File: config.mk
export PLATFORM = sky130hd
export DESIGN_NAME = spi_slave_flat
export DESIGN_NICKNAME = d
export VERILOG_FILES = /design/src/rtl/spi_slave_if.sv /design/src/rtl/spi_slave.sv /design/src/flat_wrapper.sv
export SDC_FILE = /design/constraint.sdc
export NUM_CORES = 1
export LEC_CHECK = 0
export CORE_ASPECT_RATIO = 1.5
export CORE_UTILIZATION = 45
export CTS_BUF_LIST = sky130_fd_sc_hd__clkbuf_8
export CTS_CLUSTER_SIZE = 30
export DETAILED_ROUTE_END_ITERATION = 7
export PLACE_DENSITY = 0.66
export SLEW_MARGIN = 10
export SYNTH_ARGS = -nofsm -noshare
export SYNTH_HDL_FRONTEND = slang
export SYNTH_SLANG_ARGS = --single-unit
File: constraint.sdc
create_clock -name clk -period 6 [get_ports clk]
set_clock_uncertainty 0.2 [all_clocks]
set_input_delay 1.2 -clock clk [delete_from_list [all_inputs] [get_ports clk]]
set_output_delay 1.2 -clock clk [all_outputs]
set_load 0.02 [all_outputs]
File: src/rtl/spi_slave_if.sv
// Local-bus side of the SPI target: transmit hold-register handshake,
// received-word delivery and status flags.
interface spi_slave_if #(
  parameter int WORD_LENGTH = 8
);
  logic [WORD_LENGTH-1:0] tx_data;
  logic                   tx_load;
  logic                   tx_ready;
  logic [WORD_LENGTH-1:0] rx_data;
  logic                   rx_data_valid;
  logic                   tx_underrun;
  logic                   busy;

  // Local bus controller that feeds transmit words and consumes received ones
  modport master (
    output tx_data, tx_load,
    input  tx_ready, rx_data, rx_data_valid, tx_underrun, busy
  );

  // The SPI target engine
  modport slave (
    input  tx_data, tx_load,
    output tx_ready, rx_data, rx_data_valid, tx_underrun, busy
  );
endinterface

File: src/rtl/spi_slave.sv
// SPI target shift engine. SCLK/SSbar/MOSI are oversampled in the clk domain,
// words are shifted MSB first while SSbar is low, received words are handed to
// the local bus with a one-clk valid pulse and transmit words come from a
// one-entry hold register.
module spi_slave #(
  parameter int WORD_LENGTH = 8,
  parameter bit CPOL        = 1'b0,
  parameter bit CPHA        = 1'b0
) (
  input  logic       clk,
  input  logic       rst_n,
  input  logic       SCLK,
  input  logic       SSbar,
  input  logic       MOSI,
  output logic       MISO,
  spi_slave_if.slave bus
);

  localparam int                CNT_W    = (WORD_LENGTH > 1) ? $clog2(WORD_LENGTH) : 1;
  localparam logic [CNT_W-1:0] LAST_BIT = CNT_W'(WORD_LENGTH - 1);

  typedef enum logic {IDLE = 1'b0, SHIFT = 1'b1} state_t;

  state_t state_q, state_d;

  logic sclk_p0, sclk_p1, sclk_p2;
  logic ss_p0, ss_p1, ss_p2;
  logic mosi_p0, mosi_p1;

  logic lead_edge, trail_edge, sample_edge, shift_edge;
  logic ss_fall, ss_rise;
  logic word_start, word_done, sample_en, shift_en, go_idle;
  logic preload, load_ok, last_bit;

  logic [WORD_LENGTH-1:0] hold_q, tx_shift, rx_shift, rx_data_q;
  logic                   hold_full, rx_valid_q, underrun_q, miso_q;
  logic [CNT_W-1:0]       bit_cnt;

  // Two-flop synchronisers, plus a third SCLK/SSbar copy for edge detection
  always_ff @(posedge clk or negedge rst_n) begin
    if (!rst_n) begin
      sclk_p0 <= CPOL;
      sclk_p1 <= CPOL;
      sclk_p2 <= CPOL;
      ss_p0   <= 1'b1;
      ss_p1   <= 1'b1;
      ss_p2   <= 1'b1;
      mosi_p0 <= 1'b0;
      mosi_p1 <= 1'b0;
    end else begin
      sclk_p0 <= SCLK;
      sclk_p1 <= sclk_p0;
      sclk_p2 <= sclk_p1;
      ss_p0   <= SSbar;
      ss_p1   <= ss_p0;
      ss_p2   <= ss_p1;
      mosi_p0 <= MOSI;
      mosi_p1 <= mosi_p0;
    end
  end

  assign lead_edge   = (sclk_p2 == CPOL) && (sclk_p1 != CPOL);
  assign trail_edge  = (sclk_p2 != CPOL) && (sclk_p1 == CPOL);
  assign sample_edge = CPHA ? trail_edge : lead_edge;
  assign shift_edge  = CPHA ? lead_edge  : trail_edge;
  assign ss_fall     = ss_p2 & ~ss_p1;
  assign ss_rise     = ~ss_p2 & ss_p1;

  assign last_bit = (bit_cnt == LAST_BIT);
  // In mode CPHA=0 the first bit must already be on MISO before the first
  // sample edge, so a word started from IDLE presents its MSB immediately.
  assign preload  = (state_q == IDLE) && !CPHA;
  assign load_ok  = bus.tx_load && !hold_full;

  // FSM state register
  always_ff @(posedge clk or negedge rst_n) begin
    if (!rst_n) begin
      state_q <= IDLE;
    end else begin
      state_q <= state_d;
    end
  end

  // FSM next state and per-clk datapath strobes. A word whose final sample
  // edge coincides with SSbar rising is still delivered; the frame then ends
  // without starting another word. Any other SSbar rise aborts the word.
  always_comb begin
    state_d    = state_q;
    word_start = 1'b0;
    word_done  = 1'b0;
    sample_en  = 1'b0;
    shift_en   = 1'b0;
    go_idle    = 1'b0;
    case (state_q)
      IDLE: begin
        if (ss_fall) begin
          state_d    = SHIFT;
          word_start = 1'b1;
        end
      end
      SHIFT: begin
        if (sample_edge && last_bit) begin
          sample_en = 1'b1;
          word_done = 1'b1;
          if (ss_rise) begin
            state_d = IDLE;
            go_idle = 1'b1;
          end else begin
            word_start = 1'b1;
          end
        end else if (ss_rise) begin
          state_d = IDLE;
          go_idle = 1'b1;
        end else begin
          sample_en = sample_edge;
          shift_en  = shift_edge;
        end
      end
      default: state_d = IDLE;
    endcase
  end

  // Hold register, shift registers, bit counter and output pulses
  always_ff @(posedge clk or negedge rst_n) begin
    if (!rst_n) begin
      hold_q     <= '0;
      hold_full  <= 1'b0;
      tx_shift   <= '0;
      rx_shift   <= '0;
      rx_data_q  <= '0;
      rx_valid_q <= 1'b0;
      underrun_q <= 1'b0;
      miso_q     <= 1'b0;
      bit_cnt    <= '0;
    end else begin
      rx_valid_q <= 1'b0;
      underrun_q <= 1'b0;
      if (load_ok) begin
        hold_q    <= bus.tx_data;
        hold_full <= 1'b1;
      end
      if (sample_en) begin
        rx_shift <= {rx_shift[WORD_LENGTH-2:0], mosi_p1};
        bit_cnt  <= bit_cnt + 1'b1;
      end
      if (word_done) begin
        rx_data_q  <= {rx_shift[WORD_LENGTH-2:0], mosi_p1};
        rx_valid_q <= 1'b1;
        bit_cnt    <= '0;
      end
      if (shift_en) begin
        miso_q   <= tx_shift[WORD_LENGTH-1];
        tx_shift <= tx_shift << 1;
      end
      if (word_start) begin
        bit_cnt <= '0;
        if (hold_full) begin
          hold_full <= 1'b0;
          tx_shift  <= preload ? (hold_q << 1) : hold_q;
          if (preload) miso_q <= hold_q[WORD_LENGTH-1];
        end else begin
          tx_shift   <= '0;
          underrun_q <= 1'b1;
          if (preload) miso_q <= 1'b0;
        end
      end
      if (go_idle) miso_q <= 1'b0;
    end
  end

  assign MISO              = miso_q;
  assign bus.tx_ready      = ~hold_full;
  assign bus.rx_data       = rx_data_q;
  assign bus.rx_data_valid = rx_valid_q;
  assign bus.tx_underrun   = underrun_q;
  assign bus.busy          = (state_q == SHIFT);

endmodule

File: src/flat_wrapper.sv
// flat-port wrapper written by rule: the top's interface ports become plain ports
module spi_slave_flat 
#(
  parameter int WORD_LENGTH = 8,
  parameter bit CPOL        = 1'b0,
  parameter bit CPHA        = 1'b0
)
  (clk, rst_n, SCLK, SSbar, MOSI, MISO, bus_tx_data, bus_tx_load, bus_tx_ready, bus_rx_data, bus_rx_data_valid, bus_tx_underrun, bus_busy);
  spi_slave_if #(.WORD_LENGTH(WORD_LENGTH)) bus_i ();
  input  logic clk;
  input  logic rst_n;
  input  logic SCLK;
  input  logic SSbar;
  input  logic MOSI;
  output logic MISO;
  input wire logic [$bits(bus_i.tx_data)-1:0] bus_tx_data;
  input wire logic [$bits(bus_i.tx_load)-1:0] bus_tx_load;
  output wire logic [$bits(bus_i.tx_ready)-1:0] bus_tx_ready;
  output wire logic [$bits(bus_i.rx_data)-1:0] bus_rx_data;
  output wire logic [$bits(bus_i.rx_data_valid)-1:0] bus_rx_data_valid;
  output wire logic [$bits(bus_i.tx_underrun)-1:0] bus_tx_underrun;
  output wire logic [$bits(bus_i.busy)-1:0] bus_busy;
  assign bus_i.tx_data = bus_tx_data;
  assign bus_i.tx_load = bus_tx_load;
  assign bus_tx_ready = bus_i.tx_ready;
  assign bus_rx_data = bus_i.rx_data;
  assign bus_rx_data_valid = bus_i.rx_data_valid;
  assign bus_tx_underrun = bus_i.tx_underrun;
  assign bus_busy = bus_i.busy;
  spi_slave #(.WORD_LENGTH(WORD_LENGTH), .CPOL(CPOL), .CPHA(CPHA)) u_core (.clk(clk), .rst_n(rst_n), .SCLK(SCLK), .SSbar(SSbar), .MOSI(MOSI), .MISO(MISO), .bus(bus_i));
endmodule
==> results.tsv <==
stage	metric	value	unit
logic_synthesis	area of the mapped netlist	1964	sq um
placement	Port Buffers	26	
power	Worst VDD drop	287.4	uV
setup_path	CP max stage delay	0.71	ns
sta	post-route clock period utilization	51.15	%
logic_synthesis	top cell type's share of synthesized area	56.05	%
sta	Setup violations, final	0	
clocking	clock slew at reported path FFs	0.08	ns
clocking	root buffer cell	clkbuf_8	
sta	final hold vios	0	
clocking	Inserted Clock Buffers	5	
global_route	total gr overflow	0	
global_route	initial antenna violation count	0	
floorplan	IO Count	27	
global_route	vias in the first global route	1260	
clocking	Post-CTS Resized	0	
sta	Max transition margin	34.47	%
setup_path	Slowest cell on crit path	clkdlybuf4s50_1	
clocking	clk sinks	47	
drt	DR pass1 iterations	4	
global_route	total track usage	15.48	%
layout	ANT cells	0	
setup_path	worst setup path startpoint	u_core.bus.busy$_DFF_PN0_	
logic_synthesis	YS warnings	0	
sta	fmax	0.3259	GHz
setup_path	CP Launch Type	flip-flop	
power	Power Density	355.7	nW/um^2
clocking	CTS Buffer Depth	2	
placement	Cell Area, Placed	2220	sq um
setup_path	R2R depth	6	
logic_synthesis	largest family of logic cells by synthesized area	multiplexers	
logic_synthesis	Mapped Avg Cell Area	12.59	sq um
setup_path	reg2reg end	u_core.bit_cnt[2]$_DFFE_PN0P_	
logic_synthesis	Cell variety after synth	29	
layout	final instance area	2315	sq um
logic_synthesis	register bit total from synthesis	47	
sta	Least-Margin Pin Slew	0.9830	ns
setup_path	R2R setup slack	3.71	ns
logic_synthesis	mux share of post-synthesis cell area	16.69	%
setup_path	Worst R2R Start	u_core.bit_cnt[0]$_DFFE_PN0P_	
min_path	Hold Path Sink	u_core.mosi_p1$_DFF_PN0_	
setup_path	buffers and inverters on the worst path	1	
logic_synthesis	post-synthesis compound-gate area fraction	8.599	%
clocking	Post-CTS Setup Repair Bufs	0	
floorplan	Die ar.	4639	sq um
power	leakage power	1.038	nW
setup_path	CP cell instances	clkdlybuf4s50_1	
logic_synthesis	XOR/XNOR Fraction of Synth Area	0	%
global_route	first-pass GRT wire length	5575	um
layout	share of cells above drive strength 1	20.22	%
logic_synthesis	simple-gate share of the synthesized area	9.490	%
global_route	largest net degree at the start of global routing	48	
clocking	cts hold-fix bufs	0	
floorplan	DIE WIDTH	55.95	um
drt	WL/cell	13.75	um
logic_synthesis	adder-cell share of the synthesized area	1.274	%
floorplan	site row count	29	
min_path	class of the worst hold path	flip-flop to flip-flop	
sta	fin crit period	3.069	ns
floorplan	Placeable Area	4209	sq um
drt	DRT iter0 DRCs	27	
sta	hold slack	0.1600	ns
floorplan	Initial Utilization	46.67	%
flow_run	MaxCap Viol Count	0	
layout	Layout Cells excl Fill	229	
logic_synthesis	Seq/Total Area, Yosys	60.06	%
placement	Final GP Congestion	0.7487	
logic_synthesis	Synthesized Nets	172	
clocking	Skew-Pair Late Insertion Delay	0.29	ns
sta	Slew Limit Fails	0	
placement	dpl hpwl	2266	um
clocking	H-tree levels	2	
logic_synthesis	leading area contributor after synthesis	dfrtp_1	
setup_path	Largest delay share family, worst path	buffers and inverters	
drt	drt drc	0	
run_status	run status	finished, final reports clean	
layout	Area Growth Syn to Fin	17.83	%
drt	routed wire length	3149	um
drt	Final ANT Viol Nets	0	
min_path	Hold Crit Start	u_core.mosi_p0$_DFF_PN0_	
sta	final setup margin	2.931	ns
sta	RSZ-0062 raised after global routing	no	
power	final total power	0.8234	mW
setup_path	Worst EP required	4.60	ns
logic_synthesis	Area contributors post-synth	dfrtp_1 56%, mux2_2 13%, nand2_1 4.8%	
logic_synthesis	Mapped Cells	156	
clocking	CTS tree	done	
sta	Fin Setup TNS	0	ns
placement	pre-CTS setup slack	2.985	ns
min_path	Hold Path Stages	0	
layout	Final Util	54.99	%
drt	drt via density	5.214	
placement	DP Cell Count	221	
drt	Vias	1194	
layout	Net count, final	198	
setup_path	Critical Path End Type	output pin	
setup_path	WP data arrival	1.67	ns
floorplan	die height	82.92	um
setup_path	CP max FO	16	
setup_path	Crit Path Class	flip-flop to output pin	
logic make-up after synthesis:
kind of cell,after synthesis
buffers and inverters,12
multiplexers,30
flip-flops,47
AND/OR/NAND/NOR,37
adder cells (fa/ha/maj),2
AO/OA/AOI/OAI,28
power breakdown:
part	total, mW	internal, mW	switching (mW)	leakage, nW
Combinational	0.172	0.107	0.0658	0.403
Sequential	0.459	0.396	0.0633	0.582
Clock	0.192	0.0927	0.0989	0.0526
Total	0.823	0.595	0.228	1.04
registers in the layout (all words and copies together) (netlist names), 3 cells and up:
signal / cells
u_core.bus.rx_data: 8
u_core.hold_q: 8
u_core.tx_shift: 8
u_core.rx_shift: 7
u_core.bit_cnt: 3
placed cells by master, fill, tap and decap left out:
cell type         n
a21o_1            1
a21oi_1          18
a21oi_4           1
a221oi_1          1
a22o_1            2
buf_2             1
clkbuf_8          6
clkdlybuf4s50_1  25
clkinv_1          1
clkinv_4          1
dfrtp_1          44
dfstp_2           3
ha_1              2
inv_1             5
mux2_2           22
mux2i_1           8
nand2_1          25
nand3_1           1
nand3b_1          2
nand4b_2          1
nor2_1            2
nor2b_1           2
nor2b_4           1
nor3_1            1
nor3_2            1
o21a_1            1
o21ai_0           2
o21ai_1           1
o22ai_1           1
or3b_1            1
area by class of cell:
class | count | area [sq um]
multi-input combinational | 97 | 708.2
sequential | 47 | 1180
clock inverter | 2 | 12.51
fill | 372 | 1894
timing repair buffer | 26 | 255.2
tap | 46 | 57.56
clock buffer | 6 | 82.58
inverter | 5 | 18.77
how the worst max path moves through the flow:
| stage | to | slack [ns] | depth (start not counted) |
|---|---|---|---|
| floorplan | u_core.hold_q[0]$_DFFE_PN0P_ | 3.71 | 3 |
| global placement | u_core.hold_q[7]$_DFFE_PN0P_ | 3.07 | 3 |
| detailed placement | u_core.hold_q[4]$_DFFE_PN0P_ | 2.98 | 3 |
| CTS | bus_busy | 2.91 | 1 |
| global route | bus_busy | 2.84 | 1 |
| finish | bus_busy | 2.93 | 1 |
synthesized netlist by cell type (all sizes together):
| master | number |
|---|---|
| dfrtp | 44 |
| nand2 | 25 |
| mux2 | 22 |
| a21oi | 19 |
| mux2i | 8 |
| buf | 5 |
| inv | 4 |
| dfstp | 3 |
| nor2b | 3 |
| o21ai | 3 |
| a22o | 2 |
| clkbuf | 2 |
| ha | 2 |
| nand3b | 2 |
| nor2 | 2 |
| nor3 | 2 |
| a21o | 1 |
| a221oi | 1 |
| clkinv | 1 |
| nand3 | 1 |
| nand4b | 1 |
| o21a | 1 |
| o22ai | 1 |
| or3b | 1 |
per-layer routing:
layer  wire length [um]  vias to the layer above  GRT usage [%]
li1                   -                      589              -
met1               1334                      575          17.12
met2               1629                       25          27.49
met3                125                        5          4.206
met4                 59                        0          6.652
met5                  0                        -              0
(Power assumes the default switching activity.)
